<file path="src/rtl/btn_cond.sv">
// Pushbutton conditioner: synchronizes and debounces write/read buttons
// and turns each qualified press into a single FIFO strobe.
module btn_cond #(
  parameter int DEBOUNCE_CYCLES = 1_000_000
) (
  input  logic       btn_cond_port_clk,
  input  logic       btn_cond_port_rst,
  input  logic       btn_cond_port_w_raw,
  input  logic       btn_cond_port_r_raw,
  input  logic [3:0] btn_cond_port_data_raw,
  input  logic       btn_cond_port_full,
  input  logic       btn_cond_port_empty,
  output logic       btn_cond_port_w,
  output logic       btn_cond_port_r,
  output logic [3:0] btn_cond_port_data,
  output logic       btn_cond_port_drop
);

  localparam int CLOG = $clog2(DEBOUNCE_CYCLES);
  localparam int CW = (CLOG > 1) ? CLOG : 1;
  localparam logic [CW-1:0] LAST = CW'(DEBOUNCE_CYCLES - 1);

  typedef enum logic [1:0] {
    S_IDLE,
    S_ARM,
    S_HELD,
    S_REL
  } state_t;

  // index 0 is the write button, index 1 the read button
  logic [1:0]    r_sync1;
  logic [1:0]    r_sync2;
  logic [3:0]    r_dsync1;
  logic [3:0]    r_dsync2;
  state_t        r_st [2];
  state_t        w_st_nxt [2];
  logic [CW-1:0] r_cnt [2];
  logic [CW-1:0] w_cnt_nxt [2];
  logic [1:0]    w_qual;
  logic          r_w;
  logic          r_r;
  logic          r_drop;
  logic [3:0]    r_data;

  always_ff @(posedge btn_cond_port_clk or negedge btn_cond_port_rst) begin
    if (!btn_cond_port_rst) begin
      r_sync1  <= '0;
      r_sync2  <= '0;
      r_dsync1 <= '0;
      r_dsync2 <= '0;
    end else begin
      r_sync1  <= {btn_cond_port_r_raw, btn_cond_port_w_raw};
      r_sync2  <= r_sync1;
      r_dsync1 <= btn_cond_port_data_raw;
      r_dsync2 <= r_dsync1;
    end
  end

  always_ff @(posedge btn_cond_port_clk or negedge btn_cond_port_rst) begin
    if (!btn_cond_port_rst) begin
      for (int i = 0; i < 2; i++) begin
        r_st[i]  <= S_IDLE;
        r_cnt[i] <= '0;
      end
    end else begin
      for (int i = 0; i < 2; i++) begin
        r_st[i]  <= w_st_nxt[i];
        r_cnt[i] <= w_cnt_nxt[i];
      end
    end
  end

  always_comb begin
    for (int i = 0; i < 2; i++) begin
      w_st_nxt[i]  = r_st[i];
      w_cnt_nxt[i] = r_cnt[i];
      w_qual[i]    = 1'b0;
      unique case (r_st[i])
        S_IDLE: begin
          if (r_sync2[i]) begin
            w_st_nxt[i]  = S_ARM;
            w_cnt_nxt[i] = '0;
          end
        end
        S_ARM: begin
          if (!r_sync2[i]) begin
            w_st_nxt[i] = S_IDLE;
          end else if (r_cnt[i] == LAST) begin
            w_st_nxt[i] = S_HELD;
            w_qual[i]   = 1'b1;
          end else begin
            w_cnt_nxt[i] = r_cnt[i] + CW'(1);
          end
        end
        S_HELD: begin
          if (!r_sync2[i]) begin
            w_st_nxt[i]  = S_REL;
            w_cnt_nxt[i] = '0;
          end
        end
        S_REL: begin
          if (r_sync2[i]) begin
            w_st_nxt[i] = S_HELD;
          end else if (r_cnt[i] == LAST) begin
            w_st_nxt[i] = S_IDLE;
          end else begin
            w_cnt_nxt[i] = r_cnt[i] + CW'(1);
          end
        end
        default: begin
          w_st_nxt[i]  = S_IDLE;
          w_cnt_nxt[i] = '0;
        end
      endcase
    end
  end

  // a press blocked by full/empty is reported on drop instead
  always_ff @(posedge btn_cond_port_clk or negedge btn_cond_port_rst) begin
    if (!btn_cond_port_rst) begin
      r_w    <= 1'b0;
      r_r    <= 1'b0;
      r_drop <= 1'b0;
      r_data <= '0;
    end else begin
      r_w    <= w_qual[0] & ~btn_cond_port_full;
      r_r    <= w_qual[1] & ~btn_cond_port_empty;
      r_drop <= (w_qual[0] & btn_cond_port_full) |
                (w_qual[1] & btn_cond_port_empty);
      if (w_qual[0] && !btn_cond_port_full) begin
        r_data <= r_dsync2;
      end
    end
  end

  assign btn_cond_port_w    = r_w;
  assign btn_cond_port_r    = r_r;
  assign btn_cond_port_drop = r_drop;
  assign btn_cond_port_data = r_data;

endmodule

</file>
<file path="config.mk">
export PLATFORM = sky130hd
export DESIGN_NAME = btn_cond
export DESIGN_NICKNAME = d
export VERILOG_FILES = /design/src/rtl/btn_cond.sv
export SDC_FILE = /design/constraint.sdc
export NUM_CORES = 1
export LEC_CHECK = 0
export BUFFER_PORTS_ARGS = -buffer_cell sky130_fd_sc_hd__buf_2
export CAP_MARGIN = 20
export CORE_MARGIN = 5
export CORE_UTILIZATION = 38
export CTS_CLUSTER_SIZE = 8
export DETAILED_ROUTE_END_ITERATION = 10
export SETUP_SLACK_MARGIN = 0.05
export SLEW_MARGIN = 10
export SYNTH_ARGS = -nofsm -noshare
export SYNTH_HDL_FRONTEND = slang
export SYNTH_SLANG_ARGS = --single-unit
</file>
<file path="constraint.sdc">
create_clock -name btn_cond_port_clk -period 2.95 [get_ports btn_cond_port_clk]
set_clock_uncertainty 0.05 [all_clocks]
set_input_delay 0.59 -clock btn_cond_port_clk [delete_from_list [all_inputs] [get_ports btn_cond_port_clk]]
set_output_delay 0.59 -clock btn_cond_port_clk [all_outputs]
set_load 0.005 [all_outputs]
</file>
==> impl_metrics.tcl <==
set metrics [dict create \
    antenna_found_initial 0 \
    status "finished, final reports clean" \
    hold_slack_ns 0.220 \
    wl_mm 6.08 \
    timing.fmax_mhz 439 \
    gp_congestion 0.819 \
    tightest_slew_ns 0.706 \
    async_reset_ff_frac 1.00 \
    dp.cells 413 \
    power_leakage_nw 1.48 \
    grt_overflow_total 0 \
    rrSetupSlack_ns 0.67 \
    die_w_um 98.7 \
    setup_viol 0 \
    finalHoldViolCount 0 \
    cts.sinks 63 \
    initial_core_util 0.389 \
    viasPerCell 5.37 \
    route.vias.total 2305 \
    wl_per_cell_um 14.2 \
    die_y_um 98.7 \
    rsz0062_at_grt "no" \
    path_max_fanout 5 \
    reg2regPathDepth 5 \
    grt_pass1_vias 2296 \
    first_pass_iters 4 \
    syn_area_um2 2990 \
    ys_types 51 \
    ioPinCount 17 \
    endpoint_kind "flop" \
    coreArea_um2 7690 \
    nets 334 \
    cts_htree_levels 3 \
    drc_errors 0 \
    synth-seq-area-share 0.528 \
    setup_slack_ns 0.673 \
    syn_inst 296 \
    synth_edf_count 0 \
    cts_tree "built" \
    holdBufCountCts 0 \
    areaGrowthSynthToFinish_pct 14.4 \
    power_density_nw_per_um2 497 \
    avgSynthCellArea_um2 10.1 \
    worstSetupPathType "flop to flop" \
    postCtsSetupBuffers 0 \
    die_area_um2 9740 \
    clockBufferDepth 2 \
    start_kind "flop" \
    finalPower_mw 1.70 \
    cts_made_buffers 9 \
    antenna_cells 0 \
    yosys_most_used_dff "dfrtp_1" \
    grt_usage 0.139 \
    synth_area_leaders "dfrtp_1, nand2_1, nand3_1, o21ai_0, nand4_1" \
    grt_pass1_wl_mm 10.8 \
    hpwl_mm 4.13 \
    fp-row-count 32 \
    cts_root_buf "clkbuf_8" \
    yosysTopAreaCell "dfrtp_1" \
    worstPathArrival_ns 2.46 \
    postLayoutCoreUtil 0.445 \
    drtIter0Drc 81 \
    relSlewSlack 0.525 \
    fin_area_um2 3420 \
    clkTransAtPathRegs_ns 0.08 \
    min_period_ns 2.28 \
    placed_area_um2 3230 \
    final_cells 429 \
    setup_tns_ns 0 \
    slew_viol_final 0 \
    min_period_over_period 0.772 \
    ant_nets 0 \
    drive_gt1_frac 0.165 \
    placement.io_buffers 16 \
    cp_data_required_time_ns 3.13 \
    cts.repair.resized 0 \
    grt_max_degree 37 \
    ys_warn_count 0 \
    clock_latency_ns 0.35 \
    netlist.area_leader.share 0.528 \
    ir_worst_vdd_v 0.000273 \
    hold_class "input pin to asynchronous set/reset pin" \
    synth_fp_nets 308 \
    ys_ff_latch 63 \
    pre_cts_ws_ns 0.663 \
    drv_cap 0 \
]
-- critical path, cell delays in order (launching register included) --
cell     delay, ns
dfrtp_1       0.40
ha_1          0.26
nand4_2       0.15
or4_1         0.49
or4_4         0.50
mux2_1        0.32
-- path summary, 6_finish.rpt --
path | start | endpoint
worst min register to register | r_dsync1[0] | r_dsync2[0]
worst max-delay path | r_cnt[0] | flop
worst min-delay path | btn_cond_port_rst | r_cnt[26]
min in group btn_cond_port_clk | btn_cond_port_data_raw[0] | r_dsync1[0]
max in group asynchronous | btn_cond_port_rst | r_cnt[2]
worst max register to register | r_cnt[0] | flop
-- where the power goes --
part / switching, mW / total [mW] / internal (mW)
clock: 0.383 / 0.705 / 0.322
sequential: 0.0185 / 0.903 / 0.884
combinational: 0.0604 / 0.0909 / 0.0305
total: 0.462 / 1.70 / 1.24
-- cell usage after synthesis (all sizes together), types with 6 or more instances --
cell type / count
a21oi: 6
and3: 7
clkbuf: 6
dfrtp: 63
inv: 7
mux2: 6
nand2: 38
nand3: 22
nand4: 12
nor2: 18
nor4: 7
o21ai: 21
or4: 6
xor2: 6
-- cells in the final DEF (no fill, tap or decap), types with 4 or more instances in the layout --
cell type and count:
xor2_1 6, o211ai_1 4, and3_1 7, or4_1 5
buf_2 16, mux2i_1 4, clkbuf_8 9, nor3_1 4
nor2b_1 4, buf_4 7, dfrtp_1 63, and4_1 5
o22ai_1 4, xnor2_1 4, a31oi_1 5, inv_1 6
nand4_1 11, nor4_1 6, a22o_1 4, a21oi_1 6
nand3_1 22, mux2_2 5, nor2_1 18, nand2_1 38
o21ai_0 20
-- registers in the layout, indices dropped and copies added (netlist names), named ones only --
name,cells
r_dsync2,4
btn_cond_port_drop,1
btn_cond_port_w,1
btn_cond_port_data,4
r_sync1,2
r_dsync1,4
r_cnt,40
r_sync2,2
r_st,2
btn_cond_port_r,1
-- logic make-up after synthesis --
logic type                 after synthesis  share of synthesized area
muxes                                   10                     0.0360
xor gates and xnor gates                10                     0.0293
AOI/OAI and AO/OA                       53                      0.114
and+or+nand+nor                        142                      0.264
DFF                                     63                      0.528
buffers and inverters                   16                     0.0209
adders and majority gates                2                    0.00837
-- per-layer routing --
metal | up-vias | track usage | part of all wire
met1 | 1123 | 0.176 | 0.47
li1 | 1146 | - | -
met3 | 7 | 0.0453 | 0.033
met5 | - | 0 | 0
met4 | 0 | 0.0609 | 0.016
met2 | 29 | 0.216 | 0.48
-- layout make-up --
cell class	count	area, um2
fill	750	4270
sequential	63	1580
multi-input combinational	217	1350
timing repair buffer	24	153
tap	102	128
clock buffer	9	124
clock inverter	7	62.6
inverter	7	26.3
No activity file was read; power rests on OpenSTA's default activity.
